--- src/rtl/rv_mem_arbiter_if.sv ---
// Bus bundle between the fetch/load-store requesters, the arbiter and the shared memory port.
// slave = arbiter view, master = requester/memory environment view.
interface rv_mem_arbiter_if #(
  parameter int AW = 32,
  parameter int DW = 32
);
  logic            if_req_i;
  logic [AW-1:0]   if_addr_i;
  logic            if_gnt_o;
  logic            if_rvalid_o;
  logic [DW-1:0]   if_rdata_o;

  logic            ls_req_i;
  logic            ls_we_i;
  logic [AW-1:0]   ls_addr_i;
  logic [DW-1:0]   ls_wdata_i;
  logic [DW/8-1:0] ls_be_i;
  logic            ls_gnt_o;
  logic            ls_rvalid_o;
  logic [DW-1:0]   ls_rdata_o;

  logic            mem_req_o;
  logic            mem_we_o;
  logic [AW-1:0]   mem_addr_o;
  logic [DW-1:0]   mem_wdata_o;
  logic [DW/8-1:0] mem_be_o;
  logic            mem_gnt_i;
  logic            mem_rvalid_i;
  logic [DW-1:0]   mem_rdata_i;

  modport slave (
    input  if_req_i, if_addr_i,
    output if_gnt_o, if_rvalid_o, if_rdata_o,
    input  ls_req_i, ls_we_i, ls_addr_i, ls_wdata_i, ls_be_i,
    output ls_gnt_o, ls_rvalid_o, ls_rdata_o,
    output mem_req_o, mem_we_o, mem_addr_o, mem_wdata_o, mem_be_o,
    input  mem_gnt_i, mem_rvalid_i, mem_rdata_i
  );

  modport master (
    output if_req_i, if_addr_i,
    input  if_gnt_o, if_rvalid_o, if_rdata_o,
    output ls_req_i, ls_we_i, ls_addr_i, ls_wdata_i, ls_be_i,
    input  ls_gnt_o, ls_rvalid_o, ls_rdata_o,
    input  mem_req_o, mem_we_o, mem_addr_o, mem_wdata_o, mem_be_o,
    output mem_gnt_i, mem_rvalid_i, mem_rdata_i
  );
endinterface

--- src/rtl/rv_mem_arbiter.sv ---
// Fetch / load-store arbiter onto one memory port, one transaction outstanding, LSU priority with IF anti-starvation.
// Latency: req->mem_req 1 cycle; stalls in ISSUE until mem_gnt_i and in WAIT until mem_rvalid_i (>=3 cycles/txn).
module rv_mem_arbiter #(
  parameter int AW         = 32,
  parameter int DW         = 32,
  parameter int STARVE_MAX = 4
) (
  input logic             sclk_i,
  input logic             srst_i,
  rv_mem_arbiter_if.slave bus
);
  localparam int BW = DW / 8;
  localparam int SW = $clog2(STARVE_MAX + 1);
  localparam logic [SW-1:0] SMAX = SW'(STARVE_MAX);

  typedef enum logic [1:0] {IDLE, ISSUE, WAIT} state_t;
  typedef enum logic {OWN_IF, OWN_LS} owner_t;

  typedef struct packed {
    logic          we;
    logic [AW-1:0] addr;
    logic [DW-1:0] wdata;
    logic [BW-1:0] be;
  } req_t;

  state_t        state_q, state_d;
  owner_t        owner_q, owner_d;
  req_t          req_q, req_d;
  logic [SW-1:0] starve_q, starve_d;
  logic          any_req;
  logic          ls_wins;

  always_ff @(posedge sclk_i or posedge srst_i) begin
    if (srst_i) begin
      state_q  <= IDLE;
      owner_q  <= OWN_IF;
      req_q    <= '0;
      starve_q <= '0;
    end else begin
      state_q  <= state_d;
      owner_q  <= owner_d;
      req_q    <= req_d;
      starve_q <= starve_d;
    end
  end

  assign any_req = bus.if_req_i | bus.ls_req_i;
  // LSU keeps priority until IF has lost STARVE_MAX arbitrations in a row
  assign ls_wins = (bus.ls_req_i && (starve_q < SMAX)) || !bus.if_req_i;

  always_comb begin
    state_d  = state_q;
    owner_d  = owner_q;
    req_d    = req_q;
    starve_d = starve_q;

    bus.mem_req_o   = 1'b0;
    bus.mem_we_o    = 1'b0;
    bus.mem_addr_o  = '0;
    bus.mem_wdata_o = '0;
    bus.mem_be_o    = '0;
    bus.if_gnt_o    = 1'b0;
    bus.if_rvalid_o = 1'b0;
    bus.if_rdata_o  = '0;
    bus.ls_gnt_o    = 1'b0;
    bus.ls_rvalid_o = 1'b0;
    bus.ls_rdata_o  = '0;

    unique case (state_q)
      IDLE: begin
        if (any_req) begin
          state_d = ISSUE;
          if (ls_wins) begin
            owner_d = OWN_LS;
            req_d   = '{we: bus.ls_we_i, addr: bus.ls_addr_i,
                        wdata: bus.ls_wdata_i, be: bus.ls_be_i};
            if (bus.if_req_i && (starve_q != SMAX)) starve_d = starve_q + 1'b1;
          end else begin
            owner_d  = OWN_IF;
            req_d    = '{we: 1'b0, addr: bus.if_addr_i, wdata: '0, be: '1};
            starve_d = '0;
          end
        end
      end
      ISSUE: begin
        bus.mem_req_o   = 1'b1;
        bus.mem_we_o    = req_q.we;
        bus.mem_addr_o  = req_q.addr;
        bus.mem_wdata_o = req_q.wdata;
        bus.mem_be_o    = req_q.be;
        if (bus.mem_gnt_i) begin
          bus.if_gnt_o = (owner_q == OWN_IF);
          bus.ls_gnt_o = (owner_q == OWN_LS);
          state_d      = WAIT;
        end
      end
      WAIT: begin
        if (bus.mem_rvalid_i) begin
          if (owner_q == OWN_IF) begin
            bus.if_rvalid_o = 1'b1;
            bus.if_rdata_o  = bus.mem_rdata_i;
          end else begin
            bus.ls_rvalid_o = 1'b1;
            bus.ls_rdata_o  = bus.mem_rdata_i;
          end
          state_d = IDLE;
        end
      end
      default: state_d = IDLE;
    endcase
  end
endmodule

--- src/flat_wrapper.sv ---
// flat-port wrapper written by rule: the top's interface ports become plain ports
module rv_mem_arbiter_flat 
#(
  parameter int AW         = 32,
  parameter int DW         = 32,
  parameter int STARVE_MAX = 4
)
  (sclk_i, srst_i, bus_if_req_i, bus_if_addr_i, bus_if_gnt_o, bus_if_rvalid_o, bus_if_rdata_o, bus_ls_req_i, bus_ls_we_i, bus_ls_addr_i, bus_ls_wdata_i, bus_ls_be_i, bus_ls_gnt_o, bus_ls_rvalid_o, bus_ls_rdata_o, bus_mem_req_o, bus_mem_we_o, bus_mem_addr_o, bus_mem_wdata_o, bus_mem_be_o, bus_mem_gnt_i, bus_mem_rvalid_i, bus_mem_rdata_i);
  rv_mem_arbiter_if #(.AW(AW), .DW(DW)) bus_i ();
  input logic sclk_i;
  input logic srst_i;
  input wire logic [$bits(bus_i.if_req_i)-1:0] bus_if_req_i;
  input wire logic [$bits(bus_i.if_addr_i)-1:0] bus_if_addr_i;
  output wire logic [$bits(bus_i.if_gnt_o)-1:0] bus_if_gnt_o;
  output wire logic [$bits(bus_i.if_rvalid_o)-1:0] bus_if_rvalid_o;
  output wire logic [$bits(bus_i.if_rdata_o)-1:0] bus_if_rdata_o;
  input wire logic [$bits(bus_i.ls_req_i)-1:0] bus_ls_req_i;
  input wire logic [$bits(bus_i.ls_we_i)-1:0] bus_ls_we_i;
  input wire logic [$bits(bus_i.ls_addr_i)-1:0] bus_ls_addr_i;
  input wire logic [$bits(bus_i.ls_wdata_i)-1:0] bus_ls_wdata_i;
  input wire logic [$bits(bus_i.ls_be_i)-1:0] bus_ls_be_i;
  output wire logic [$bits(bus_i.ls_gnt_o)-1:0] bus_ls_gnt_o;
  output wire logic [$bits(bus_i.ls_rvalid_o)-1:0] bus_ls_rvalid_o;
  output wire logic [$bits(bus_i.ls_rdata_o)-1:0] bus_ls_rdata_o;
  output wire logic [$bits(bus_i.mem_req_o)-1:0] bus_mem_req_o;
  output wire logic [$bits(bus_i.mem_we_o)-1:0] bus_mem_we_o;
  output wire logic [$bits(bus_i.mem_addr_o)-1:0] bus_mem_addr_o;
  output wire logic [$bits(bus_i.mem_wdata_o)-1:0] bus_mem_wdata_o;
  output wire logic [$bits(bus_i.mem_be_o)-1:0] bus_mem_be_o;
  input wire logic [$bits(bus_i.mem_gnt_i)-1:0] bus_mem_gnt_i;
  input wire logic [$bits(bus_i.mem_rvalid_i)-1:0] bus_mem_rvalid_i;
  input wire logic [$bits(bus_i.mem_rdata_i)-1:0] bus_mem_rdata_i;
  assign bus_i.if_req_i = bus_if_req_i;
  assign bus_i.if_addr_i = bus_if_addr_i;
  assign bus_if_gnt_o = bus_i.if_gnt_o;
  assign bus_if_rvalid_o = bus_i.if_rvalid_o;
  assign bus_if_rdata_o = bus_i.if_rdata_o;
  assign bus_i.ls_req_i = bus_ls_req_i;
  assign bus_i.ls_we_i = bus_ls_we_i;
  assign bus_i.ls_addr_i = bus_ls_addr_i;
  assign bus_i.ls_wdata_i = bus_ls_wdata_i;
  assign bus_i.ls_be_i = bus_ls_be_i;
  assign bus_ls_gnt_o = bus_i.ls_gnt_o;
  assign bus_ls_rvalid_o = bus_i.ls_rvalid_o;
  assign bus_ls_rdata_o = bus_i.ls_rdata_o;
  assign bus_mem_req_o = bus_i.mem_req_o;
  assign bus_mem_we_o = bus_i.mem_we_o;
  assign bus_mem_addr_o = bus_i.mem_addr_o;
  assign bus_mem_wdata_o = bus_i.mem_wdata_o;
  assign bus_mem_be_o = bus_i.mem_be_o;
  assign bus_i.mem_gnt_i = bus_mem_gnt_i;
  assign bus_i.mem_rvalid_i = bus_mem_rvalid_i;
  assign bus_i.mem_rdata_i = bus_mem_rdata_i;
  rv_mem_arbiter #(.AW(AW), .DW(DW), .STARVE_MAX(STARVE_MAX)) u_core (.sclk_i(sclk_i), .srst_i(srst_i), .bus(bus_i));
endmodule
--- config.mk ---
export PLATFORM = sky130hd
export DESIGN_NAME = rv_mem_arbiter_flat
export DESIGN_NICKNAME = d
export VERILOG_FILES = /design/src/rtl/rv_mem_arbiter_if.sv /design/src/rtl/rv_mem_arbiter.sv /design/src/flat_wrapper.sv
export SDC_FILE = /design/constraint.sdc
export NUM_CORES = 1
export LEC_CHECK = 0
export ABC_AREA = 1
export BUFFER_PORTS_ARGS = -buffer_cell sky130_fd_sc_hd__buf_4
export CORE_MARGIN = 2
export CORE_UTILIZATION = 42
export CTS_BUF_LIST = sky130_fd_sc_hd__clkbuf_16
export DETAILED_ROUTE_END_ITERATION = 10
export PLACE_DENSITY = 0.78
export SLEW_MARGIN = 30
export SYNTH_ARGS = -nofsm -noshare
export SYNTH_HDL_FRONTEND = slang
export SYNTH_SLANG_ARGS = --single-unit
--- constraint.sdc ---
create_clock -name sclk_i -period 2.6 [get_ports sclk_i]
set_input_delay 0.13 -clock sclk_i [delete_from_list [all_inputs] [get_ports sclk_i]]
set_output_delay 0.13 -clock sclk_i [all_outputs]
set_load 0.05 [all_outputs]
==> results of run 1 <==
[power by group]
| group | leakage (nW) | internal (mW) | switching [mW] | total, mW |
|---|---|---|---|---|
| registers | 0.931 | 1.72 | 0.269 | 1.99 |
| clock network | 0.127 | 0.632 | 0.459 | 1.09 |
| logic | 3.38 | 1.37 | 3.34 | 4.71 |
[through the flow]
stage,power [mW],util [%]
2_1_floorplan,5.44,-
3_3_place_gp,6.67,62.4
3_5_place_dp,6.73,62.4
4_1_cts,7.86,65.1
5_1_grt,8.36,65.1
6_report,7.79,65.1
[critical path: cells and delay by family, from the launching register on]
kind          cells  cell delay [ps]
buf+inv           3              720
flops             1              350
simple gates      2              610
[worst max-delay path by stage]
stage                          endpoint         startpoint  cells past startpoint  slack, ps
floorplan                u_core.owner_q             srst_i                      1        560
global placement      bus_mem_addr_o[4]  u_core.state_q[1]                      5        850
detailed placement  bus_mem_wdata_o[12]  u_core.state_q[1]                      5        790
CTS                 bus_mem_wdata_o[12]  u_core.state_q[1]                      5        430
global route         bus_mem_wdata_o[5]  u_core.state_q[1]                      5        300
finish              bus_mem_wdata_o[12]  u_core.state_q[1]                      5        460
[state kept, by name, summed over array words and instances, names as in the netlist]
| name | cells |
|---|---|
| u_core.state_q | 2 |
| u_core.req_q | 69 |
| u_core.owner_q | 1 |
| u_core.starve_q | 3 |
[layer usage]
metal	global-route usage (%)	routed length, µm	part of all wire (%)	up-vias
li1	-	-	-	2614
met1	31.3	6040	43	2216
met2	34.4	6490	47	172
met3	6.57	1220	8.7	14
met4	7.69	168	1.2	0
met5	0	0	0	-
[cells by family after synthesis]
| logic type | Yosys count |
|---|---|
| AOI/OAI and AO/OA | 7 |
| and+or+nand+nor | 423 |
| adders and majority gates | 2 |
| buffers and inverters | 225 |
| DFF | 75 |
[area by class of cell]
cell class | count | area (µm²) | share of cell area, %
clock buffer | 9 | 225 | 3.22
clock inverter | 7 | 35.0 | 0.501
inverter | 182 | 684 | 9.78
multi-input combinational | 432 | 1790 | 25.6
sequential | 75 | 1880 | 26.8
tap | 140 | 175 | 2.50
timing repair buffer | 290 | 2210 | 31.6
[synth_stat cells (all sizes together)]
library cell,n
o21ai,6
ha,2
nand2,184
nor3,2
clkbuf,13
inv,182
nor2,137
o22ai,1
buf,30
dfrtp,75
nand3,100
[what timing repair did]
action | CTS | global route
setup buffers | 0 | 0
endpoints found under the hold margin | 38 | 0
hold buffers | 3 | 0
==> run metrics, run 1 <==
outcome completed; Die Wd 108 µm; commonest non-fill, non-tap cell in the layout buf_4; worst r2r src u_core.state_q[1]; post-synth net total 873; max cap viols 0; CTS Sinks 75; main combinational cell family by area after synthesis simple AND/OR/NAND/NOR gates; row count 38; register clock-pin slew on the reported worst setup and hold paths 60 ps; final worst slack 457 ps; share of layout cells above drive strength 1 30.6%; crit start category register; global-route wire length before repair 21.2 mm; RSZ-0062 raised after global routing false; # diodes 0; crit path cell chain inv_1 > nand2_2 > buf_12 > nor2_1 > buf_4; Avg Cell Area, Syn 6.26 µm²; post-synthesis xor/xnor area fraction 0%; DR pass1 iterations 4; Cell Count, Final, Fillers Out 1135; pwr dens 1110 nW/µm²; CP Capture Type primary output; Worst R2R Path Depth 6; PostCTS Resize Cnt 0; Clock Tree Root clkbuf_16; Final min period 2140 ps; Worst path slowest cell nand2_2; largest cells by area after synthesis dfrtp_1, nand2_1, inv_1, nor2_1, nand3_1; initial DRC count 384; Initial Util 42.6%; most frequent cells in the layout buf_4, nand2_1, inv_1, nor2_1, nand3_1; Post-Synth Adder-Cell Area 0.546%; LEAKAGE 4.44 nW; Max Clk Rate 467 MHz; Synth Area in Compound Gates 0.792%; CTS Buffer Depth 2; CTS H-tree depth 3; hold wc startpoint bus_ls_wdata_i[5]; die area 11800 µm²; Post-Syn Area 4580 µm²; nets 1131; synthesized-area fraction occupied by and/or/nand/nor cells 37.7%; CP peak stage delay 480 ps; hold depth 3; CTS tree yes; GRT Total Usage 22.8%; worst setup path category reg2out; DP Worst Slack 787 ps; Crit path required time 2470 ps; vias in the first global route 4410; final setup TNS 0 ps; CTS Buf Count 9; Synth Instances 732; CP arrival 2010 ps; Die Y 108 µm; gr ovfl total 0; RD Place Congestion 0.844; clk_lat worst skew 330 ps; Min-Delay Endpoint u_core.req_q[9]; leading area contributor after synthesis dfrtp_1; post-synth cell types 17; DP Wirelength 10.4 mm; period utilisation layout 82.4%; register area share after synthesis 41.0%; core box area 10700 µm²; Worst Hold Class in2reg; flops & latches, synth 75; Final setup viols 0; Slew headroom 43.6%; post-route ant nets 0; Worst R2R Setup Slack 910 ps; worst-margin pin slew 842 ps; # fillers 1017; placed cells 1116; WL/cell 12.3 µm; Max FO, Critical Path 42; Yosys Warn Count 0; Via Count 5016; Slew Viols, Final 0; Final Cell Area 7000 µm²; Final Hold Viols 0; worst reg2reg path endpoint u_core.req_q[24]; post-synthesis mux area share 0%; number of I/O port buffers 276; I/O pins 277; dpl cell area 6710 µm²; Area growth syn-to-layout 52.7%; hold slack 21.5 ps; largest net degree at the start of global routing 52; clock skew 4.72 ps; drc violations 0; Max VDD drop 0.630 mV; antenna violations before repair 0; Yosys top cell area share 41.0%; via/cell ratio 4.42; Total Wirelength 13.9 mm
No activity file was read; power rests on OpenSTA's default activity.
==> run 2: changes to the inputs <==
==> constraint.sdc (replaced) <==
create_clock -name sclk_i -period 2.1 [get_ports sclk_i]
set_input_delay 0.105 -clock sclk_i [delete_from_list [all_inputs] [get_ports sclk_i]]
set_output_delay 0.105 -clock sclk_i [all_outputs]
set_load 0.05 [all_outputs]
==> run 2 against run 1 <==
Clock power is 43% higher. Sequential cell count stayed put. Clock skew is 5.0 ps higher. Critical path type unchanged. Largest cell class unchanged.
==> run metrics, run 2 (same netlist as run 1, synthesis figures left out) <==
outcome completed (unchanged); Max Clk Rate 536 MHz; max cap viols 0 (unchanged); vias in the first global route 4349 (was 4410); hold wc startpoint bus_ls_wdata_i[1] (was bus_ls_wdata_i[5]); Max VDD drop 0.792 mV (was 0.630 mV); Final Hold Viols 0 (unchanged); Slew Viols, Final 0 (unchanged); global-route wire length before repair 22.0 mm (was 21.2 mm); CP arrival 1760 ps (was 2010 ps); worst r2r src u_core.state_q[0] (was u_core.state_q[1]); Clock Tree Root clkbuf_16 (unchanged); clock skew 9.70 ps (was 4.72 ps); Via Count 5166 (was 5016); Largest register FFs 69 (unchanged); Power Total 10.0 mW (was 7.79 mW); crit start category register (unchanged); antenna violations before repair 0 (unchanged); share of layout cells above drive strength 1 30.8% (was 30.6%); RSZ-0062 raised after global routing false (unchanged); CTS H-tree depth 3 (unchanged); Worst Hold Class in2reg (unchanged); CTS tree yes (unchanged); final worst slack 234 ps (was 457 ps); clk_lat worst skew 330 ps (about the same); largest net degree at the start of global routing 76 (was 52); Sw Share 51.7% (was 52.2%); CP Capture Type primary output (unchanged); WL/cell 12.7 µm (was 12.3 µm); clock power share 15.6% (was 14.0%); P_sw 5.18 mW (was 4.07 mW); CTS Buf Count 9 (unchanged); most frequent cells in the layout buf_4, nand2_1, inv_1, nor2_1, nand3_1 (unchanged); LEAKAGE 4.53 nW (was 4.44 nW); gr ovfl total 0 (unchanged); final setup TNS 0 ps (unchanged); Worst Setup SP u_core.state_q[1] (unchanged); via/cell ratio 4.50 (was 4.42); Slew headroom 72.7% (was 43.6%); RD Place Congestion 0.806 (was 0.844); Reg with most FFs u_core.req_q (unchanged); number of I/O port buffers 276 (unchanged); CTS Sinks 75 (unchanged); register clock-pin slew on the reported worst setup and hold paths 70 ps (was 60 ps); Final min period 1870 ps; I/O pins 277 (unchanged); Die Wd 108 µm (unchanged); Area growth syn-to-layout 57.0% (was 52.7%); row count 38 (unchanged); Max FO, Critical Path 23 (was 42); biggest registers after layout u_core.req_q (69), u_core.starve_q (3), u_core.state_q (2) (unchanged); worst setup path category reg2out (unchanged); Crit path required time 2000 ps (was 2470 ps); commonest non-fill, non-tap cell in the layout buf_4 (unchanged); # diodes 0 (unchanged); Initial Util 42.6% (unchanged); Logic pwr share 59.9% (was 60.5%); Hold Buf Count CTS 13 (was 3); period utilisation layout 88.9%; DP Wirelength 10.3 mm (was 10.4 mm); nets 1143 (was 1131); Total Wirelength 14.6 mm (was 13.9 mm); post-CTS setup buffer count 0 (unchanged); initial DRC count 391 (was 384); die area 11800 µm² (unchanged); pwr dens 1390 nW/µm² (was 1110 nW/µm²); DP Worst Slack 573 ps (was 787 ps); post-route ant nets 0 (unchanged); Die Y 108 µm (unchanged); Final setup viols 0 (unchanged); CTS Buffer Depth 2 (unchanged); GRT Total Usage 23.6% (was 22.8%); drc violations 0 (unchanged); P_int 4.85 mW (was 3.72 mW); Flop pwr share 24.6% (was 25.5%); final core utilization 67.0% (was 65.1%); core box area 10700 µm² (unchanged); PostCTS Resize Cnt 0 (unchanged); worst-margin pin slew 410 ps (was 842 ps); DR pass1 iterations 5 (was 4)
run 2: worst paths after layout:
kind | endpoint | slack [ps] | cells after the start
max in group asynchronous | u_core.state_q[1] | 1350 | 4
worst max-delay path | bus_ls_gnt_o | 230 | 5
worst min-delay path | u_core.req_q[5] | 3 | 3
worst min register to register | u_core.req_q[56] | 480 | 2
worst max register to register | u_core.req_q[33] | 630 | 7
min in group asynchronous | u_core.req_q[19] | 430 | 4
run 2: routing by layer:
metal | vias to the layer above | wire, µm | global-route usage [%] | part of all wire, %
li1 | 2634 | - | - | -
met1 | 2311 | 6520 | 34.4 | 45
met2 | 208 | 6670 | 35.4 | 46
met3 | 13 | 1240 | 5.24 | 8.5
met4 | 0 | 137 | 6.50 | 0.94
met5 | - | 0 | 0 | 0
run 2: power by group through the flow:
stage                     Clock (mW)  Combinational, mW  Sequential, mW
final                           1.56               6.01            2.46
after global routing            1.64               6.49            2.55
after CTS                       1.58               6.04            2.46
after detailed placement           0               6.00            2.47
after global placement             0               5.93            2.46
after floorplan                    0               4.34            2.40
run 2: cell type report:
cell class	count	area (µm²)
well taps	140	175
multi-input cells	432	1790
clock inverters	7	77.6
clock buffers	9	225
fillers	971	3550
inverters	182	684
flip-flops and latches	75	1880
repair buffers	302	2360
run 2: worst max-delay path, cell delays in order, from the launching register on:
cell and delay [ps]:
dfrtp_1 360, inv_1 110, nand2_2 260, buf_12 260
nor3_1 200, buf_4 250
run 2: through the flow:
stage,instance area (µm²),hold slack (ps),instances
after floorplan,4580,199,732
after global placement,6750,230,1117
after detailed placement,6750,228,1117
after CTS,7190,0.879,1146
after global routing,7200,2.26,1147
final,7200,3.30,1147
==> run 3: changes to the inputs <==
--- a/config.mk
+++ b/config.mk
@@ -7,7 +7,7 @@
 export LEC_CHECK = 0
 export ABC_AREA = 1
 export BUFFER_PORTS_ARGS = -buffer_cell sky130_fd_sc_hd__buf_4
-export CORE_MARGIN = 2
+export CORE_MARGIN = 5
 export CORE_UTILIZATION = 42
 export CTS_BUF_LIST = sky130_fd_sc_hd__clkbuf_16
 export DETAILED_ROUTE_END_ITERATION = 10
==> run 3 against run 2 <==
Hold slack better by 2.7 ps. Via count is 3.2% lower. Count of clock-buffer cells in the layout did not move. Sequential cell count unchanged. Cell count about the same. Clock skew shrank 2.5 ps. Die area increased by 11%. Wire length up 3.1%. Sequential share of layout area increased by 0.10 points. Sequential power about the same. Cell area is 0.38% lower. Critical path type unchanged. Critical endpoint is now bus_mem_wdata_o[30]. Largest cell class unchanged.
==> run metrics, run 3 (same netlist as run 1, synthesis figures left out) <==
DP Worst Slack 395 ps (was 573 ps); core box area 10700 µm² (unchanged); CP arrival 1810 ps (was 1760 ps); Max FO, Critical Path 51 (was 23); CTS Buffer Depth 2 (unchanged); Slew headroom 47.8% (was 72.7%); DP Wirelength 10.7 mm (was 10.3 mm); clock skew 7.24 ps (was 9.70 ps); clk_lat worst skew 330 ps (about the same); CTS Sinks 75 (unchanged); # fillers 971 (unchanged); dpl cell area 6680 µm² (was 6750 µm²); largest net degree at the start of global routing 76 (unchanged); Final Hold Viols 0 (unchanged); I/O pins 277 (unchanged); share of layout cells above drive strength 1 30.5% (was 30.8%); # diodes 0 (unchanged); pwr dens 1370 nW/µm² (was 1390 nW/µm²); Area growth syn-to-layout 56.4% (was 57.0%); global-route wire length before repair 22.9 mm (was 22.0 mm); Die Y 114 µm (was 108 µm); Max Clk Rate 523 MHz (was 536 MHz); Reg with most FFs u_core.req_q (unchanged); outcome completed (unchanged); antenna violations before repair 0 (unchanged); Die Wd 114 µm (was 108 µm); Initial Util 42.6% (unchanged); Slew Viols, Final 0 (unchanged); number of I/O port buffers 276 (unchanged); die area 13100 µm² (was 11800 µm²); Largest register FFs 69 (unchanged); RSZ-0062 raised after global routing false (unchanged); commonest non-fill, non-tap cell in the layout buf_4 (unchanged); Final Cell Area 7170 µm² (was 7200 µm²); Via Count 5003 (was 5166); Cell Count, Final, Fillers Out 1148 (was 1147); worst-margin pin slew 783 ps (was 410 ps); final worst slack 187 ps (was 234 ps); Total Wirelength 15.0 mm (was 14.6 mm); CTS Buf Count 9 (unchanged); register clock-pin slew on the reported worst setup and hold paths 60 ps (was 70 ps); vias in the first global route 4561 (was 4349); final setup TNS 0 ps (unchanged); most frequent cells in the layout buf_4, nand2_1, inv_1, nor2_1, nand3_1 (unchanged); LEAKAGE 4.51 nW (was 4.53 nW); gr ovfl total 0 (unchanged); Worst Hold Class in2reg (unchanged); initial DRC count 527 (was 391); DR pass1 iterations 4 (was 5); final core utilization 66.7% (was 67.0%); placed cells 1114 (was 1117); hold slack 6.02 ps (was 3.30 ps); WL/cell 13.1 µm (was 12.7 µm); row count 38 (unchanged); period utilisation layout 91.1% (was 88.9%); post-route ant nets 0 (unchanged); max cap viols 0 (unchanged); worst setup path category reg2out (unchanged); via/cell ratio 4.36 (was 4.50); Max VDD drop 0.786 mV (was 0.792 mV); nets 1144 (was 1143); Final setup viols 0 (unchanged); CP Capture Type primary output (unchanged); GRT Total Usage 21.4% (was 23.6%); CTS H-tree depth 3 (unchanged); Power Total 9.85 mW (was 10.0 mW); RD Place Congestion 0.777 (was 0.806); crit start category register (unchanged); Final min period 1910 ps (was 1870 ps); drc violations 0 (unchanged); Crit path required time 2000 ps (about the same); CTS tree yes (unchanged); biggest registers after layout u_core.req_q (69), u_core.starve_q (3), u_core.state_q (2) (unchanged); Clock Tree Root clkbuf_16 (unchanged)
[run 3: cell count changes in the layout (fill, tap and decap cells not counted)]
cell	change
dlygate4sd3_1	+4
inv_6	+1
inv_4	+1
buf_6	+1
inv_2	-1
clkinv_4	-2
buf_12	-4
clkinvlp_4	+1
[run 3: report_power, final]
part | total (mW) | internal, mW | switching [mW]
registers | 2.48 | 2.13 | 0.352
logic | 5.83 | 1.67 | 4.17
clock network | 1.54 | 0.928 | 0.611
total | 9.85 | 4.72 | 5.13
[run 3: timing repair]
item	4_1_cts	5_1_grt
endpoints found under the setup margin	0	51
gates resized for setup	0	1
endpoints found under the hold margin	33	0
hold buffers	18	0
setup buffers	0	0
[run 3: final timing paths]
path                                     from             endpoint  slack [ps]  depth (start not counted)
min                        bus_ls_wdata_i[29]     u_core.req_q[33]           6                          3
max reg2reg                 u_core.state_q[1]      u_core.req_q[6]         410                          6
max in group asynchronous              srst_i   u_core.starve_q[2]        1200                          4
min reg2reg                  u_core.req_q[62]     u_core.req_q[62]         480                          2
min in group asynchronous              srst_i     u_core.req_q[23]         300                          3
max                         u_core.state_q[0]  bus_mem_wdata_o[30]         190                          4
[run 3: final cells by class]
type / count / area (µm²) / area share (%)
timing repair buffer: 303 / 2340 / 32.6
sequential: 75 / 1880 / 26.2
multi-input combinational: 432 / 1790 / 25.0
inverter: 182 / 687 / 9.58
clock buffer: 9 / 225 / 3.14
tap: 140 / 175 / 2.44
clock inverter: 7 / 76.3 / 1.06
[run 3: worst max-delay path: stages, from the launching register on]
cell	delay [ps]
dfrtp_1	400
nand2_2	380
buf_6	390
nor2_1	90
buf_4	200
[run 3: layer usage]
| metal | GRT usage, % | vias to the layer above | share of wire [%] | wire length, µm |
|---|---|---|---|---|
| met5 | 0 | - | 0 | 0 |
| met4 | 3.96 | 0 | 0.77 | 116 |
| met3 | 4.76 | 10 | 7.4 | 1110 |
| met2 | 33.8 | 165 | 48 | 7260 |
| met1 | 30.4 | 2193 | 43 | 6520 |
| li1 | - | 2635 | - | - |
